<file path="config.mk">
export PLATFORM = sky130hd
export DESIGN_NAME = router_fsm_flat
export DESIGN_NICKNAME = d
export VERILOG_FILES = /design/src/rtl/router_fsm_if.sv /design/src/rtl/router_fsm.sv /design/src/flat_wrapper.sv
export SDC_FILE = /design/constraint.sdc
export NUM_CORES = 1
export LEC_CHECK = 0
export CORE_ASPECT_RATIO = 1.25
export CORE_MARGIN = 2
export CORE_UTILIZATION = 40
export DETAILED_ROUTE_END_ITERATION = 6
export PLACE_DENSITY = 0.75
export SYNTH_ARGS = -nofsm -noshare
export SYNTH_HDL_FRONTEND = slang
export SYNTH_SLANG_ARGS = --single-unit
</file>
<file path="constraint.sdc">
create_clock -name clk -period 2.5 [get_ports clk]
set_input_delay 0.5 -clock clk [delete_from_list [all_inputs] [get_ports clk]]
set_output_delay 0.5 -clock clk [all_outputs]
set_load 0.02 [all_outputs]
</file>
<file path="src/rtl/router_fsm_if.sv">
// Signal bundle between the router input side (header/payload stream, FIFO
// status, register-block flags) and the router control FSM.
interface router_fsm_if;
    logic       pkt_valid;
    logic [1:0] data_in;
    logic       fifo_full;
    logic       fifo_empty_0;
    logic       fifo_empty_1;
    logic       fifo_empty_2;
    logic       soft_reset_0;
    logic       soft_reset_1;
    logic       soft_reset_2;
    logic       parity_done;
    logic       low_pkt_valid;
    logic       detect_add;
    logic       lfd_state;
    logic       ld_state;
    logic       laf_state;
    logic       full_state;
    logic       rst_int_reg;
    logic       write_en_reg;
    logic       busy;

    modport master (
        output pkt_valid, data_in, fifo_full,
        output fifo_empty_0, fifo_empty_1, fifo_empty_2,
        output soft_reset_0, soft_reset_1, soft_reset_2,
        output parity_done, low_pkt_valid,
        input  detect_add, lfd_state, ld_state, laf_state,
        input  full_state, rst_int_reg, write_en_reg, busy
    );

    modport slave (
        input  pkt_valid, data_in, fifo_full,
        input  fifo_empty_0, fifo_empty_1, fifo_empty_2,
        input  soft_reset_0, soft_reset_1, soft_reset_2,
        input  parity_done, low_pkt_valid,
        output detect_add, lfd_state, ld_state, laf_state,
        output full_state, rst_int_reg, write_en_reg, busy
    );
endinterface

</file>
<file path="src/rtl/router_fsm.sv">
// Router control FSM: decodes the header destination, sequences payload and
// parity loading, and stalls on full or busy output FIFOs.
module router_fsm (
    input logic         clk,
    input logic         rst,
    router_fsm_if.slave bus
);
    typedef enum logic [2:0] {
        DECODE_ADDRESS     = 3'd0,
        LOAD_FIRST_DATA    = 3'd1,
        LOAD_DATA          = 3'd2,
        LOAD_PARITY        = 3'd3,
        FIFO_FULL_STATE    = 3'd4,
        LOAD_AFTER_FULL    = 3'd5,
        WAIT_TILL_EMPTY    = 3'd6,
        CHECK_PARITY_ERROR = 3'd7
    } state_t;

    state_t     state_r;
    state_t     state_nxt_s;
    logic [1:0] addr_r;
    logic [7:0] outs_r;
    logic [2:0] fifo_empty_s;
    logic [2:0] soft_reset_s;
    logic       hdr_ok_s;
    logic       soft_hit_s;

    // Per-FIFO flag select; address 3 never names a FIFO.
    function automatic logic sel3(input logic [2:0] vec, input logic [1:0] idx);
        logic bit_v;
        case (idx)
            2'd0:    bit_v = vec[0];
            2'd1:    bit_v = vec[1];
            2'd2:    bit_v = vec[2];
            default: bit_v = 1'b0;
        endcase
        return bit_v;
    endfunction

    // Output vector {detect_add, lfd, ld, laf, full, rst_int, write_en, busy}.
    function automatic logic [7:0] decode_outs(input state_t st);
        logic [7:0] o_v;
        case (st)
            DECODE_ADDRESS:     o_v = 8'b1000_0000;
            LOAD_FIRST_DATA:    o_v = 8'b0100_0001;
            LOAD_DATA:          o_v = 8'b0010_0010;
            LOAD_AFTER_FULL:    o_v = 8'b0001_0011;
            FIFO_FULL_STATE:    o_v = 8'b0000_1001;
            CHECK_PARITY_ERROR: o_v = 8'b0000_0101;
            LOAD_PARITY:        o_v = 8'b0000_0011;
            WAIT_TILL_EMPTY:    o_v = 8'b0000_0001;
            default:            o_v = 8'b1000_0000;
        endcase
        return o_v;
    endfunction

    assign fifo_empty_s = {bus.fifo_empty_2, bus.fifo_empty_1, bus.fifo_empty_0};
    assign soft_reset_s = {bus.soft_reset_2, bus.soft_reset_1, bus.soft_reset_0};
    assign hdr_ok_s     = bus.pkt_valid && (bus.data_in != 2'd3);
    assign soft_hit_s   = sel3(soft_reset_s, addr_r);

    // Next-state selection; a soft reset of the addressed FIFO aborts the packet.
    always_comb begin
        state_nxt_s = state_r;
        if (soft_hit_s) begin
            state_nxt_s = DECODE_ADDRESS;
        end else begin
            case (state_r)
                DECODE_ADDRESS: begin
                    if (!hdr_ok_s)
                        state_nxt_s = DECODE_ADDRESS;
                    else if (sel3(fifo_empty_s, bus.data_in))
                        state_nxt_s = LOAD_FIRST_DATA;
                    else
                        state_nxt_s = WAIT_TILL_EMPTY;
                end
                WAIT_TILL_EMPTY: begin
                    if (sel3(fifo_empty_s, addr_r)) state_nxt_s = LOAD_FIRST_DATA;
                    else                            state_nxt_s = WAIT_TILL_EMPTY;
                end
                LOAD_FIRST_DATA: state_nxt_s = LOAD_DATA;
                LOAD_DATA: begin
                    if (bus.fifo_full)       state_nxt_s = FIFO_FULL_STATE;
                    else if (!bus.pkt_valid) state_nxt_s = LOAD_PARITY;
                    else                     state_nxt_s = LOAD_DATA;
                end
                FIFO_FULL_STATE: begin
                    if (bus.fifo_full) state_nxt_s = FIFO_FULL_STATE;
                    else               state_nxt_s = LOAD_AFTER_FULL;
                end
                LOAD_AFTER_FULL: begin
                    if (bus.parity_done)        state_nxt_s = DECODE_ADDRESS;
                    else if (bus.low_pkt_valid) state_nxt_s = LOAD_PARITY;
                    else                        state_nxt_s = LOAD_DATA;
                end
                LOAD_PARITY: state_nxt_s = CHECK_PARITY_ERROR;
                CHECK_PARITY_ERROR: begin
                    if (bus.fifo_full) state_nxt_s = FIFO_FULL_STATE;
                    else               state_nxt_s = DECODE_ADDRESS;
                end
                default: state_nxt_s = DECODE_ADDRESS;
            endcase
        end
    end

    // State, destination address and output registers; outputs track the state being entered.
    always_ff @(posedge clk) begin
        if (rst) begin
            state_r <= DECODE_ADDRESS;
            addr_r  <= 2'd0;
            outs_r  <= decode_outs(DECODE_ADDRESS);
        end else begin
            state_r <= state_nxt_s;
            outs_r  <= decode_outs(state_nxt_s);
            if ((state_r == DECODE_ADDRESS) && hdr_ok_s)
                addr_r <= bus.data_in;
            else
                addr_r <= addr_r;
        end
    end

    assign bus.detect_add   = outs_r[7];
    assign bus.lfd_state    = outs_r[6];
    assign bus.ld_state     = outs_r[5];
    assign bus.laf_state    = outs_r[4];
    assign bus.full_state   = outs_r[3];
    assign bus.rst_int_reg  = outs_r[2];
    assign bus.write_en_reg = outs_r[1];
    assign bus.busy         = outs_r[0];
endmodule

</file>
<file path="src/flat_wrapper.sv">
// flat-port wrapper written by rule: the top's interface ports become plain ports
module router_fsm_flat 
  (clk, rst, bus_pkt_valid, bus_data_in, bus_fifo_full, bus_fifo_empty_0, bus_fifo_empty_1, bus_fifo_empty_2, bus_soft_reset_0, bus_soft_reset_1, bus_soft_reset_2, bus_parity_done, bus_low_pkt_valid, bus_detect_add, bus_lfd_state, bus_ld_state, bus_laf_state, bus_full_state, bus_rst_int_reg, bus_write_en_reg, bus_busy);
  router_fsm_if bus_i ();
  input logic clk;
  input logic rst;
  input wire logic [$bits(bus_i.pkt_valid)-1:0] bus_pkt_valid;
  input wire logic [$bits(bus_i.data_in)-1:0] bus_data_in;
  input wire logic [$bits(bus_i.fifo_full)-1:0] bus_fifo_full;
  input wire logic [$bits(bus_i.fifo_empty_0)-1:0] bus_fifo_empty_0;
  input wire logic [$bits(bus_i.fifo_empty_1)-1:0] bus_fifo_empty_1;
  input wire logic [$bits(bus_i.fifo_empty_2)-1:0] bus_fifo_empty_2;
  input wire logic [$bits(bus_i.soft_reset_0)-1:0] bus_soft_reset_0;
  input wire logic [$bits(bus_i.soft_reset_1)-1:0] bus_soft_reset_1;
  input wire logic [$bits(bus_i.soft_reset_2)-1:0] bus_soft_reset_2;
  input wire logic [$bits(bus_i.parity_done)-1:0] bus_parity_done;
  input wire logic [$bits(bus_i.low_pkt_valid)-1:0] bus_low_pkt_valid;
  output wire logic [$bits(bus_i.detect_add)-1:0] bus_detect_add;
  output wire logic [$bits(bus_i.lfd_state)-1:0] bus_lfd_state;
  output wire logic [$bits(bus_i.ld_state)-1:0] bus_ld_state;
  output wire logic [$bits(bus_i.laf_state)-1:0] bus_laf_state;
  output wire logic [$bits(bus_i.full_state)-1:0] bus_full_state;
  output wire logic [$bits(bus_i.rst_int_reg)-1:0] bus_rst_int_reg;
  output wire logic [$bits(bus_i.write_en_reg)-1:0] bus_write_en_reg;
  output wire logic [$bits(bus_i.busy)-1:0] bus_busy;
  assign bus_i.pkt_valid = bus_pkt_valid;
  assign bus_i.data_in = bus_data_in;
  assign bus_i.fifo_full = bus_fifo_full;
  assign bus_i.fifo_empty_0 = bus_fifo_empty_0;
  assign bus_i.fifo_empty_1 = bus_fifo_empty_1;
  assign bus_i.fifo_empty_2 = bus_fifo_empty_2;
  assign bus_i.soft_reset_0 = bus_soft_reset_0;
  assign bus_i.soft_reset_1 = bus_soft_reset_1;
  assign bus_i.soft_reset_2 = bus_soft_reset_2;
  assign bus_i.parity_done = bus_parity_done;
  assign bus_i.low_pkt_valid = bus_low_pkt_valid;
  assign bus_detect_add = bus_i.detect_add;
  assign bus_lfd_state = bus_i.lfd_state;
  assign bus_ld_state = bus_i.ld_state;
  assign bus_laf_state = bus_i.laf_state;
  assign bus_full_state = bus_i.full_state;
  assign bus_rst_int_reg = bus_i.rst_int_reg;
  assign bus_write_en_reg = bus_i.write_en_reg;
  assign bus_busy = bus_i.busy;
  router_fsm u_core (.clk(clk), .rst(rst), .bus(bus_i));
endmodule
</file>
; After elaboration in Yosys (flattened, before gate mapping)
; Memory sizes are Yosys's and may differ from the RTL's. A register that Yosys moved wholly into a read port is not among the register bits.
; Cells that the tools add are included.
[op_classes]
eq_ne = 12
mux = 19
n_reduce_logical = 5
[ops]
columns = cell, n
row1 = 3-bit case mux with 8 select lines, 1
row2 = 3-bit 2-to-1 mux, 7
row3 = 3-bit == test (second input constant), 4
row4 = 1-bit case mux with 3 select lines, 3
row5 = 1-bit 2-to-1 mux, 8
row6 = 3-bit by 2-bit == test with 1-bit output (second input constant), 2
row7 = 2-bit by 1-bit == test with 1-bit output (second input constant), 2
row8 = 2-bit == test (second input constant), 2
row9 = 2-bit logical NOT, 2
row10 = 3-bit by 1-bit == test with 1-bit output (second input constant), 1
row11 = 3-bit logical NOT, 1
row12 = 1-bit logical AND, 2
row13 = 2-bit != test (second input constant), 1
[totals]
output_inout_bits = 8
wordCells = 39
mem_bits_ro = 64
mem_count = 1
input_bits = 14
reg_bits = 5
[mem_list]
columns = name, depth, word_bits, read_ports, rd_ports_with_merged_regs, write_ports, line_no
row1 = (name not given), 8, 8, 1, 1, 0, router_fsm.sv:43  ; case (st)

; Logic depth before layout (Yosys ltp)
[depth]
depth_word = 9
depth_mapped = 6
mapped_depth_nobuf = 5

; Least setup slack after synthesis
; OpenSTA, ideal clock, no wires.
[synth_path]
path_kind = in2reg
startpoint = in bus_pkt_valid
endpoint = reg u_core.outs_r[7]
t_arrival_ns = 1.562
setup_slack_ns = 0.824
setup_ns = 0.114
path_buffers = 0
stages = 4
required_time_ns = 2.386
path_cell_list = or4_1 o311a_2 a21o_2 a21o_1
[synth_between]
elab_chain_cells = 4
elab_cells_between_ends = 6
cone_classes = mux: 5 / reduce/logical: 1
[synth_rtl]
columns = element, line_no
row1 = "start, declared", flat_wrapper.sv:7  ; input wire logic [$bits(bus_i.pkt_valid)-1:0] bus_pkt_valid;
row2 = 1-bit 2-to-1 mux or 1-bit logical AND (tied branches), "router_fsm.sv:84, router_fsm.sv:59"
row3 = "3-bit 2-to-1 mux, on equally long branches", "router_fsm.sv:83, router_fsm.sv:70"
row4 = 3-bit case mux with 8 select lines (*), router_fsm.sv:68  ; case (state_r)
row5 = 3-bit 2-to-1 mux (*), router_fsm.sv:65  ; if (soft_hit_s) begin
row6 = "end, declared", router_fsm.sv:22  ; logic [7:0] outs_r;
; Every way passes the cells marked *; elsewhere a longest branch is shown, timed or not.
; A chain may end at the register's enable or synchronous reset.

; Final worst setup path
[layout_path]
startpoint = in bus_pkt_valid
endpoint = reg u_core.outs_r[4]
; Same word-level chain as after synthesis.

==> impl_metrics.env <==
export IMPL_outcome="completed"
export IMPL_post_cts_resized=0
export IMPL_setup_viol=0
export IMPL_fin_crit_sh=0.7914
export IMPL_postCtsSetupBuffers=0
export IMPL_crit_chain="clkdlybuf4s50_1 > or4_1 > o311a_2 > a211oi_4 > and4_1"
export IMPL_synth_warnings=0
export IMPL_layout_cells_non_filler=117
export IMPL_synth_area_leaders="dfxtp_1, mux2i_1, o21ai_0"
export IMPL_ios=22
export IMPL_crit_fanout=5
export IMPL_postRouteAntennaNets=0
export IMPL_synth_edf_count=0
export IMPL_synthFlopType="dfxtp_1"
export IMPL_route_detailed_drc=0
export IMPL_holdBufCountCts=0
export IMPL_synth_cell_types=36
export IMPL_initial_utilization=0.4225
export IMPL_yosysSeqAreaShare=0.3531
export IMPL_rows=17
export IMPL_clk_pin_slew_ns=0.07
export IMPL_drv_cap=0
export IMPL_vdd_ir_drop_worst_mv=0.3456
export IMPL_core_area_sq_um=1744
export IMPL_gr_usage_met1=0.1667
export IMPL_drive_gt1_frac=0.1429
export IMPL_cts_max_level=1
export IMPL_power_internal_mw=0.3613
export IMPL_portBuffers=21
export IMPL_grt_overflow=0
export IMPL_avgSynthCellArea_sq_um=9.571
export IMPL_tns_ns=0
export IMPL_antenna_found_initial=0
export IMPL_hold_viol_final=0
export IMPL_fin_skew_ns=0.002674
export IMPL_dr_total_vias=638
export IMPL_netlist_instances=77
export IMPL_viasPerCell=5.453
export IMPL_power_frac_seq=0.469
export IMPL_grt_met2_usage=0.2359
export IMPL_die_x_um=42.39
export IMPL_cts_buffers_inserted=3
export IMPL_chipHeight_um=51.99
export IMPL_dp_slack_ns=0.2449
export IMPL_syn_area_sq_um=737.0
export IMPL_relSlewSlack=0.6890
export IMPL_drt_wl_total_mm=1.472
export IMPL_power_density_nw_per_um2=539.8
export IMPL_layout_setup_ws_ns=0.5214
export IMPL_cts_sinks=13
export IMPL_crit_type="in -> reg"
export IMPL_p_sw_mw=0.1546
export IMPL_routedWlPerCell_um=12.58
export IMPL_firstDrtPassIters=4
export IMPL_clkPwrFrac=0.239
export IMPL_grt_util_met3=0.03819
export IMPL_synth_top_area_frac=0.3531
export IMPL_synth_most_common_cell="dfxtp_1"
export IMPL_dp_cells=113
export IMPL_busiest_layer="met2"
export IMPL_drtIter0Drc=13
export IMPL_power_frac_comb=0.291
export IMPL_clockBufferDepth=2
export IMPL_dieArea_sq_um=2204
export IMPL_hpwlAfterDp_mm=1.133
export IMPL_cp_end_kind="flop"
export IMPL_critPathLaunchType="input port"
export IMPL_grt_pass1_wl_mm=2.366
export IMPL_grt_max_degree=12
export IMPL_cp_slowest_stage_delay_ns=0.54
export IMPL_arrival_ns=2.19
export IMPL_yosys_area_top_type="dfxtp_1"
export IMPL_gp_congestion=0.8407
export IMPL_switching_share=0.2997
export IMPL_clk_latency_ns=0.27
export IMPL_p_leak_nw=0.3423
export IMPL_cpMaxStageDelayCell="or4_1"
export IMPL_required_ns=2.71
export IMPL_power_total_mw=0.5160
export IMPL_synthArstFlopShare=0
export IMPL_cts_tree="done"
export IMPL_hold_depth=2
export IMPL_rr_worst_depth=5
export IMPL_placed_area_sq_um=929.6
export IMPL_final_nets=113
export IMPL_min_period_ns=1.979
export IMPL_syn_to_final_growth_pct=29.71
export IMPL_clockRootBuffer="clkbuf_4"
export IMPL_finalInstanceArea_sq_um=955.9
export IMPL_synthesis_nets=91
export IMPL_fmax_mhz=505.4
export IMPL_rsz0062_at_grt="no"
export IMPL_drv_slew=0
export IMPL_worstHoldPathType="reg -> reg"
export IMPL_diodes=0
export IMPL_grt_pass1_vias=572
export IMPL_synth_seq_cells=13
export IMPL_tightest_slew_ns=0.4616
export IMPL_synth_common_cells="dfxtp_1, o21ai_0, a21oi_1, mux2i_1, nand2_1"
export IMPL_grt_usage=0.1442
-- metal layers --
layer	part of all wire	vias up
met2	0.46	19
met5	0	-
li1	-	329
met1	0.45	286
met3	0.071	4
met4	0.014	0
-- cell usage in the layout, fill, tap and decap left out --
cell and count:
nor4b_1 2, and3_1 1, clkbuf_1 1, a22o_2 1
mux2i_1 5, inv_1 2, nand4bb_1 1, a31oi_1 1
a21o_2 1, nand2_1 4, clkdlybuf4s50_1 21, nand3b_1 3
nor2_1 3, clkbuf_4 3, nand3_1 1, and2b_2 1
and2_1 2, or4_1 1, o21ai_2 1, or2b_2 2
and4_1 1, a21boi_0 2, dfxtp_1 13, a21oi_1 5
nor3b_1 1, o21a_1 1, o2111ai_1 2, nor3b_2 1
nor3_1 1, nor2b_1 2, nand2b_4 1, o21ai_0 7
o311a_2 1, a211oi_4 1, a21o_1 1, and3b_2 1
-- registers in the layout, indices dropped and copies added (netlist names) --
register	flops
u_core.outs_r	8
u_core.state_r	3
u_core.addr_r	2
-- per-stage QoR --
step | util | hold WS (ns)
finish | 0.5481 | 0.6412
global route | 0.5481 | 0.6949
CTS | 0.5481 | 0.6523
floorplan | - | 0.5588
global placement | 0.5330 | 0.6251
detailed placement | 0.5330 | 0.6387
-- worst max-delay path: cells and delay by family --
kind            cells  cell delay [ns]
compound gates      2             0.45
buf+inv             1             0.49
simple gates        2             0.75
-- power by group through the flow --
stage	Clock [mW]	Combinational, mW	Sequential (mW)
6_report	0.124	0.150	0.242
5_1_grt	0.137	0.165	0.245
4_1_cts	0.127	0.151	0.242
3_5_place_dp	0	0.151	0.247
3_3_place_gp	0	0.148	0.246
2_1_floorplan	0	0.101	0.246
-- layout make-up --
cell class / count / area [sq um]
fillers: 168 / 788.3
multi-input cells: 58 / 427.9
flip-flops and latches: 13 / 260.3
repair buffers: 21 / 210.2
clock buffers: 4 / 26.28
well taps: 19 / 23.77
inverters: 2 / 7.507
-- path summary, 6_finish.rpt --
| path | end | slack (ns) | startpoint |
|---|---|---|---|
| worst min register to register | u_core.addr_r[0]$_SDFFE_PP0P_ | 0.64 | u_core.addr_r[0]$_SDFFE_PP0P_ |
| worst max-delay path | u_core.outs_r[4]$_SDFF_PP0_ | 0.52 | bus_pkt_valid |
| worst min-delay path | u_core.addr_r[0]$_SDFFE_PP0P_ | 0.64 | u_core.addr_r[0]$_SDFFE_PP0P_ |
| worst max register to register | u_core.outs_r[4]$_SDFF_PP0_ | 0.74 | u_core.state_r[1]$_SDFF_PP0_ |
-- cell families after synthesis --
family / after synthesis / share of synthesized area
buffers and inverters: 6 / 0.06622
and+or+nand+nor: 29 / 0.2784
AOI/OAI and AO/OA: 24 / 0.2343
DFF: 13 / 0.3531
muxes: 5 / 0.06791
Note: power is estimated with default switching activity, not from simulation.
